## src/rtl/score_disp_pkg.sv

```systemverilog
// Shared glyph codes, FSM state encodings and winner encodings for the score display controller.
package score_disp_pkg;

    localparam logic [2:0] CODE_P     = 3'b100;
    localparam logic [2:0] CODE_DASH  = 3'b101;
    localparam logic [2:0] CODE_BLANK = 3'b111;

    localparam logic [1:0] ST_PLAY_P1 = 2'd0;
    localparam logic [1:0] ST_PLAY_P2 = 2'd1;
    localparam logic [1:0] ST_WIN     = 2'd2;

    localparam logic [1:0] WINNER_NONE = 2'b00;
    localparam logic [1:0] WINNER_P1   = 2'b01;
    localparam logic [1:0] WINNER_P2   = 2'b10;
    localparam logic [1:0] WINNER_DRAW = 2'b11;

    // "Pn-s" packed as {digit3, digit2, digit1, digit0}; page is 1 or 2.
    function automatic logic [11:0] page_code(input logic [1:0] page, input logic [1:0] score);
        return {CODE_P, {1'b0, page}, CODE_DASH, {1'b0, score}};
    endfunction

endpackage

```

## src/rtl/ms_tick_gen.sv

```systemverilog
// Millisecond strobe: counts 0..CLK_HZ/1000-1 and pulses tick on the wrap cycle.
// clr restarts the count from 0 on the next cycle.
module ms_tick_gen #(
    parameter int CLK_HZ = 100_000_000
) (
    input  logic clk,
    input  logic rst,
    input  logic clr,
    output logic tick
);
    localparam int DIV = (CLK_HZ / 1000 > 0) ? CLK_HZ / 1000 : 1;
    localparam int CW  = (DIV > 1) ? $clog2(DIV) : 1;
    localparam logic [CW-1:0] LAST = CW'(DIV - 1);

    logic [CW-1:0] cnt_q;

    assign tick = (cnt_q == LAST);

    always_ff @(posedge clk) begin
        if (rst || clr || tick) begin
            cnt_q <= '0;
        end else begin
            cnt_q <= cnt_q + CW'(1);
        end
    end

endmodule

```

## src/rtl/score_display_ctrl.sv

```systemverilog
// Score keeping, page rotation and win blinking for the 4-digit 7-seg display.
// All outputs registered; they reflect an input pulse one cycle after it is sampled.
module score_display_ctrl
    import score_disp_pkg::*;
#(
    parameter int CLK_HZ    = 100_000_000,
    parameter int PAGE_MS   = 1000,
    parameter int BLINK_MS  = 250,
    parameter int WIN_SCORE = 3
) (
    input  logic       clk,
    input  logic       rst,
    input  logic       point_p1,
    input  logic       point_p2,
    input  logic       new_game,
    output logic [2:0] digit3,
    output logic [2:0] digit2,
    output logic [2:0] digit1,
    output logic [2:0] digit0,
    output logic [3:0] blank,
    output logic [1:0] score_p1,
    output logic [1:0] score_p2,
    output logic       game_over,
    output logic [1:0] winner
);
    localparam int PW = (PAGE_MS > 1) ? $clog2(PAGE_MS) : 1;
    localparam int BW = (BLINK_MS > 1) ? $clog2(BLINK_MS) : 1;
    localparam logic [PW-1:0] PAGE_LAST  = PW'(PAGE_MS - 1);
    localparam logic [BW-1:0] BLINK_LAST = BW'(BLINK_MS - 1);
    localparam logic [1:0]    WIN_S      = 2'(WIN_SCORE);

    logic          tick;
    logic [1:0]    state_q, state_d;
    logic [1:0]    s1_q, s1_d, s2_q, s2_d;
    logic [PW-1:0] page_tmr_q, page_tmr_d;
    logic [BW-1:0] blink_tmr_q, blink_tmr_d;
    logic [3:0]    blank_q, blank_d;
    logic [1:0]    winner_q, winner_d;
    logic [11:0]   digits_q, digits_d;
    logic          win1, win2;

    ms_tick_gen #(.CLK_HZ(CLK_HZ)) u_tick (
        .clk  (clk),
        .rst  (rst),
        .clr  (new_game),
        .tick (tick)
    );

    always_comb begin
        state_d     = state_q;
        s1_d        = s1_q;
        s2_d        = s2_q;
        page_tmr_d  = page_tmr_q;
        blink_tmr_d = blink_tmr_q;
        blank_d     = blank_q;
        winner_d    = winner_q;
        win1        = 1'b0;
        win2        = 1'b0;

        if (new_game) begin
            state_d     = ST_PLAY_P1;
            s1_d        = '0;
            s2_d        = '0;
            page_tmr_d  = '0;
            blink_tmr_d = '0;
            blank_d     = '0;
            winner_d    = WINNER_NONE;
        end else if (state_q == ST_WIN) begin
            if (tick) begin
                if (blink_tmr_q == BLINK_LAST) begin
                    blink_tmr_d = '0;
                    blank_d     = ~blank_q;
                end else begin
                    blink_tmr_d = blink_tmr_q + BW'(1);
                end
            end
        end else if (point_p1 || point_p2) begin
            s1_d       = s1_q + {1'b0, point_p1};
            s2_d       = s2_q + {1'b0, point_p2};
            page_tmr_d = '0;
            state_d    = point_p1 ? ST_PLAY_P1 : ST_PLAY_P2;
            win1       = (s1_d == WIN_S);
            win2       = (s2_d == WIN_S);
            if (win1 || win2) begin
                state_d     = ST_WIN;
                winner_d    = {win2, win1};
                blink_tmr_d = '0;
                blank_d     = '0;
            end
        end else if (tick) begin
            if (page_tmr_q == PAGE_LAST) begin
                page_tmr_d = '0;
                state_d    = (state_q == ST_PLAY_P1) ? ST_PLAY_P2 : ST_PLAY_P1;
            end else begin
                page_tmr_d = page_tmr_q + PW'(1);
            end
        end

        case (state_d)
            ST_PLAY_P1: digits_d = page_code(2'd1, s1_d);
            ST_PLAY_P2: digits_d = page_code(2'd2, s2_d);
            default: begin
                if (winner_d == WINNER_DRAW) begin
                    digits_d = {4{CODE_DASH}};
                end else if (winner_d == WINNER_P1) begin
                    digits_d = page_code(2'd1, s1_d);
                end else begin
                    digits_d = page_code(2'd2, s2_d);
                end
            end
        endcase
    end

    always_ff @(posedge clk) begin
        if (rst) begin
            state_q     <= ST_PLAY_P1;
            s1_q        <= '0;
            s2_q        <= '0;
            page_tmr_q  <= '0;
            blink_tmr_q <= '0;
            blank_q     <= '0;
            winner_q    <= WINNER_NONE;
            digits_q    <= page_code(2'd1, 2'd0);
        end else begin
            state_q     <= state_d;
            s1_q        <= s1_d;
            s2_q        <= s2_d;
            page_tmr_q  <= page_tmr_d;
            blink_tmr_q <= blink_tmr_d;
            blank_q     <= blank_d;
            winner_q    <= winner_d;
            digits_q    <= digits_d;
        end
    end

    assign digit3    = digits_q[11:9];
    assign digit2    = digits_q[8:6];
    assign digit1    = digits_q[5:3];
    assign digit0    = digits_q[2:0];
    assign blank     = blank_q;
    assign score_p1  = s1_q;
    assign score_p2  = s2_q;
    assign game_over = (state_q == ST_WIN);
    assign winner    = winner_q;

endmodule

```

## config.mk

```make
export PLATFORM = sky130hd
export DESIGN_NAME = score_display_ctrl
export DESIGN_NICKNAME = d
export VERILOG_FILES = /design/src/rtl/score_disp_pkg.sv /design/src/rtl/ms_tick_gen.sv /design/src/rtl/score_display_ctrl.sv
export SDC_FILE = /design/constraint.sdc
export NUM_CORES = 1
export LEC_CHECK = 0
export CELL_PAD_IN_SITES_DETAIL_PLACEMENT = 1
export CELL_PAD_IN_SITES_GLOBAL_PLACEMENT = 2
export CORE_ASPECT_RATIO = 0.9
export CORE_MARGIN = 5
export CORE_UTILIZATION = 39
export CTS_BUF_LIST = sky130_fd_sc_hd__clkbuf_4 sky130_fd_sc_hd__clkbuf_8
export DETAILED_ROUTE_END_ITERATION = 16
export MAX_ROUTING_LAYER = met4
export PLACE_DENSITY_LB_ADDON = 0.1
export SKIP_LAST_GASP = 1
export SYNTH_ARGS = -nofsm -noshare
export SYNTH_HDL_FRONTEND = slang
export SYNTH_HIERARCHICAL = 1
export SYNTH_SLANG_ARGS = --single-unit
```

## constraint.sdc

```tcl
create_clock -name clk -period 5.4 [get_ports clk]
set_clock_uncertainty 0.1 [all_clocks]
set_input_delay 1.08 -clock clk [delete_from_list [all_inputs] [get_ports clk]]
set_output_delay 1.08 -clock clk [all_outputs]
set_load 0.01 [all_outputs]
```

# Word level (Yosys, flattened, before mapping)
# Index checks and enable logic that the tools add are counted.
# totals
reg_bits	59
inputBits	5
output_inout_bits	23
# classes
n_addsub	5
n_eq_ne	11
n_mux	34
n_bitwise	2
n_reduce_logical	13
# op_table
operator	count
two-way mux 8 bit	6
two-way mux 10 bit	4
two-way mux 2 bit	16
two-way mux 4 bit	5
one-hot mux 10 bit (2 select lines)	1
adder 17 x 1 -> 17 bit, second input constant	1
equality test 17 bit, second input constant	1
adder 10 x 1 -> 10 bit, second input constant	1
equality test 10 bit, second input constant	1
adder 8 x 1 -> 8 bit, second input constant	1
equality test 2 bit, second input constant	4
equality test 8 bit, second input constant	1
nonzero test 2 bit	3
adder 2 x 1 -> 2 bit	2
equality test 2 x 1 -> 1 bit, second input constant	2
zero test 2 bit	2
logical OR 1 bit	4
inequality test 2 x 1 -> 1 bit, second input constant	2
NOT 4 bit	1
AND reduction 4 bit	1
AND reduction 3 bit	1
two-way mux 1 bit	2
AND reduction 2 bit	1
OR reduction 2 bit	1
NOT 1 bit	1

# Depth between registers and ports, before layout
# depth
word_depth	11
mapped_depth	9
ltp_nobuf	9

# Modules after synthesis
# Netlist, hierarchy kept.
# modules_own_cells
module	instances	cells_per_inst	area_per_inst_um2	seq_area_each_um2
score_display_ctrl	1	213	1843.0	700.7
ms_tick_gen	1	89	800.8	340.3

# Least setup slack after synthesis
# Ideal clock, no wire load.
# synth_path
kind	register to register
startpoint	reg u_tick.cnt_q[0]
endpoint	reg digits_q[6]
setup_ns	0.120
arrival_time_ns	2.895
required_ns	5.180
setup_slack_ns	2.285
stages_incl_launch_ff	10
path_buffers	0
period_less_slack_ns	3.115
cell_sequence	dfxtp_1 > ha_1 > nand4_4 > or2_4 > nor3_1 > inv_1 > or4_4 > a221oi_4 > nor3_2 > a211o_1
# synth_between
elab_chain_cells	7
word_cells_on_any_way	8
# synth_rtl
element	line_no	source
start: declaration	ms_tick_gen.sv:15	logic [CW-1:0] cnt_q;
start signal: assignment	ms_tick_gen.sv:23	cnt_q <= cnt_q + CW'(1);
equality test 17 bit (*)	ms_tick_gen.sv:17	assign tick = (cnt_q == LAST);
net tick	score_display_ctrl.sv:32	logic tick;
two-way mux 2 bit (*)	score_display_ctrl.sv:90	end else if (tick) begin
two-way mux 2 bit (*)	score_display_ctrl.sv:77	end else if (point_p1 || point_p2) begin
two-way mux 2 bit (*)	score_display_ctrl.sv:68	end else if (state_q == ST_WIN) begin
two-way mux 2 bit (*)	score_display_ctrl.sv:60	if (new_game) begin
equality test 2 x 1 -> 1 bit / zero test 2 bit (equally long branches)	score_display_ctrl.sv:99	case (state_d)
one-hot mux 10 bit (2 select lines) (*)	score_display_ctrl.sv:99	
end signal: assignment	score_display_ctrl.sv:123	digits_q <= page_code(2'd1, 2'd0);
end signal: assignment	score_display_ctrl.sv:132	digits_q <= digits_d;
end: declaration	score_display_ctrl.sv:39	logic [11:0] digits_q, digits_d;
# The timed path passes the listed nets; every way through them passes the cells marked *.
# A chain may end at the register's enable or synchronous reset.

# Worst setup path after layout
# layout_path
startpoint	in point_p2
endpoint	reg blink_tmr_q[6]
# layout_between
elab_chain_cells	5
word_cells_on_any_way	7
# layout_rtl
element	line_no	source
start: declaration	score_display_ctrl.sv:14	input logic point_p2,
adder 2 x 1 -> 2 bit	score_display_ctrl.sv:79	s2_d = s2_q + {1'b0, point_p2};
equality test 2 bit	score_display_ctrl.sv:83	win2 = (s2_d == WIN_S);
logical OR 1 bit	score_display_ctrl.sv:84	if (win1 || win2) begin
nonzero test 2 bit (no line)	n/a	
AND reduction 3 bit (no line) (*)	n/a	
end signal: assignment	score_display_ctrl.sv:129	blink_tmr_q <= blink_tmr_d;
end: declaration	score_display_ctrl.sv:36	logic [BW-1:0] blink_tmr_q, blink_tmr_d;
# Mark *: on every way between the ends. The rest lies on a longest branch, timed or not.

==> results.cfg <==
[yosys]
ys_ff_latch = 52
synth_seq_area_share_pct = 39.4
synthesis.instances = 302
synth_simple_gate_area_share_pct = 27.0
ys.warnings.count = 6
postSynth.topFlopCell = dfxtp_1
synth_top_family_by_area = simple AND/OR/NAND/NOR gates
yosys.area_share.xor_xnor_pct = 7.95
synth_edf_count = 0
syn-cell-area_mm2 = 0.00264
synth-compound-area-share_pct = 14.2
synth_cell_types = 52
post_synth_mux_area_share_pct = 2.70
async_flop_share_pct = 0
synthesis.area_per_instance_um2 = 8.75
synth_fa_ha_area_share_pct = 2.84

[power_and_ir_drop]
power_per_cell_area_mw_per_mm2 = 227
static_leak_nw = 0.918
max-vdd-ir-drop_mv = 0.247
total_power_mw = 0.678

[clocking]
numCtsBuffers = 5
ctsHtreeMaxLevel = 2
cts.sink_count = 52
cts_buffer_depth = 2
worstSkewPairLatency_ns = 0.31
cts.reportedPaths.clkPinSlew_ns = 0.09
cts_hold_buffers = 0
ctsRootBufferMaster = clkbuf_8
post-cts-setup-buffers = 0
cts_tree = built
postCtsResizedCells = 0

[timing]
final-setup-viol-count = 0
final.min_clock_period_ns = 3.31
max_slew.worst_pin.slew_ns = 0.771
maxSlewViolCount = 0
timing.fmax_mhz = 302
slew_headroom_pct = 48.6
grt_setup_unrepaired = false
hold_viol_final = 0
post_route_clock_period_utilization_pct = 61.3
final.setup.tns_ns = 0

[global_route]
grt_first_pass_wirelength_um = 10500
first_global_vias = 2209
grt_max_degree = 18
number_of_antenna_violations_at_the_first_check_in_global_routing = 0
total_congestion_overflow = 0
track_usage_pct = 15.2

[critical_path]
critical_path_class = input port to register
start_kind = input port
critPathArrivalTime_ns = 3.45
required_ns = 5.54
critical_path_peak_fanout = 12
worst_setup_path_end_kind = register

[finish]
num_antenna_cells = 0
drive_above_1_share_pct = 6.85
final_core_util_pct = 45.4
nets = 331
area_growth_syn_to_layout_pct = 13.1

[routing]
detail_route.drc_violations = 0
detail_route.wl_per_cell_um = 14.7
drtIter0Drc = 76
wl_um = 6040
viasPerCell = 5.35
drt-pass1-iter-count = 4
drt.antenna.violating_nets = 0
via_count = 2200

[place]
finalWeightedCongestion = 0.777
buffer_ports.inserted = 22
hpwl_after_detailed_placement_um = 4540

[floorplanning]
design.core.area_mm2 = 0.00659
initial_utilization_pct = 40.1
die-area_mm2 = 0.00853
dieHeight_um = 88.1
row_cnt = 28
num_ports = 28
die_x_um = 96.8

[status]
outcome = finished clean

[min_path]
worstHoldPathType = register to register

[job]
maxCapViolations = 0
==> critical path, cell delays in order <==
cell             delay [ns]
clkdlybuf4s50_1        0.54
ha_1                   0.21
xor2_1                 0.25
a22o_1                 0.37
a22oi_1                0.30
or4_1                  0.56
a21oi_1                0.15
==> cell type report <==
class / count / area [um^2]
Fill cell: 811 / 3600
Timing Repair Buffer: 23 / 228
Clock inverter: 2 / 10.0
Tap cell: 90 / 113
Sequential cell: 52 / 1040
Inverter: 13 / 48.8
Multi-Input combinational cell: 225 / 1470
Clock buffer: 6 / 82.6
==> where the power goes <==
group          switching [mW]  internal [mW]
combinational          0.0340         0.0202
clock                   0.130          0.103
sequential            0.00326          0.388
total                   0.167          0.511
==> sequential cells by signal (all words and copies together) (netlist names) <==
name and flops:
u_tick/cnt_q 17, state_q 2, blink_tmr_q 8, page_tmr_q 10, winner 2, score_p2 2
blank 4, score_p1 2, digits_q 5
==> path summary, 6_finish.rpt <==
path              startpoint        endpoint  slack [ns]  cells past startpoint
max reg2reg  u_tick/cnt_q[0]     digits_q[6]        2.33                      9
min reg2reg   blink_tmr_q[7]  blink_tmr_q[7]        0.39                      2
max                 point_p2  blink_tmr_q[6]        2.09                      7
min           blink_tmr_q[7]  blink_tmr_q[7]        0.39                      2
==> synth_stat cells (6+ instances only) <==
| master | count | area (um^2) |
|---|---|---|
| nor3_1 | 9 | 45.0 |
| mux2i_1 | 6 | 60.1 |
| xnor2_1 | 15 | 131 |
| nor4_1 | 8 | 50.1 |
| o31ai_1 | 6 | 45.0 |
| nor2_1 | 42 | 158 |
| nand3_1 | 12 | 60.1 |
| nand4_1 | 14 | 87.6 |
| ha_1 | 6 | 75.1 |
| inv_1 | 13 | 48.8 |
| or4_1 | 8 | 60.1 |
| buf_4 | 8 | 60.1 |
| or3_1 | 6 | 37.5 |
| xor2_1 | 9 | 78.8 |
| nand2_1 | 13 | 48.8 |
| dfxtp_1 | 52 | 1040 |
| o21ai_0 | 9 | 45.0 |
| a21oi_1 | 16 | 80.1 |
==> placed cells by master, fill, tap and decap left out, types with 8 or more instances in the layout <==
cell type and count:
nor4_1 8, xor2_1 9, a21oi_1 16, nand2_1 13, o21ai_0 9, nor3_1 9
clkdlybuf4s50_1 22, or4_1 8, nand4_1 14, xnor2_1 15, dfxtp_1 52, inv_1 13
nor2_1 42, nand3_1 12
==> layer usage <==
metal | up-vias | track usage [%] | wire length (um)
met1 | 1050 | 19.0 | 3030
met2 | 27 | 25.6 | 2780
li1 | 1119 | - | -
met5 | - | - | 0
met3 | 4 | 2.95 | 170
met4 | 0 | 3.95 | 56
==> kinds of logic after synthesis <==
group                      Yosys count
and+or+nand+nor                    131
AOI/OAI and AO/OA                   52
DFF                                 52
buffers and inverters               28
xor gates and xnor gates            24
muxes                                7
adders and majority gates            6
other                                2
==> per-stage QoR <==
stage          hold WS [ns]  setup WS, ns  instance area (um^2)  std cells
3_5_place_dp          0.381          1.80                  2900        403
3_3_place_gp          0.362          1.85                  2900        403
2_1_floorplan         0.341          2.28                  2660        305
5_1_grt               0.425          1.88                  2990        411
6_report              0.387          2.09                  2990        411
4_1_cts               0.393          2.10                  2990        411
(Power assumes the default switching activity.)
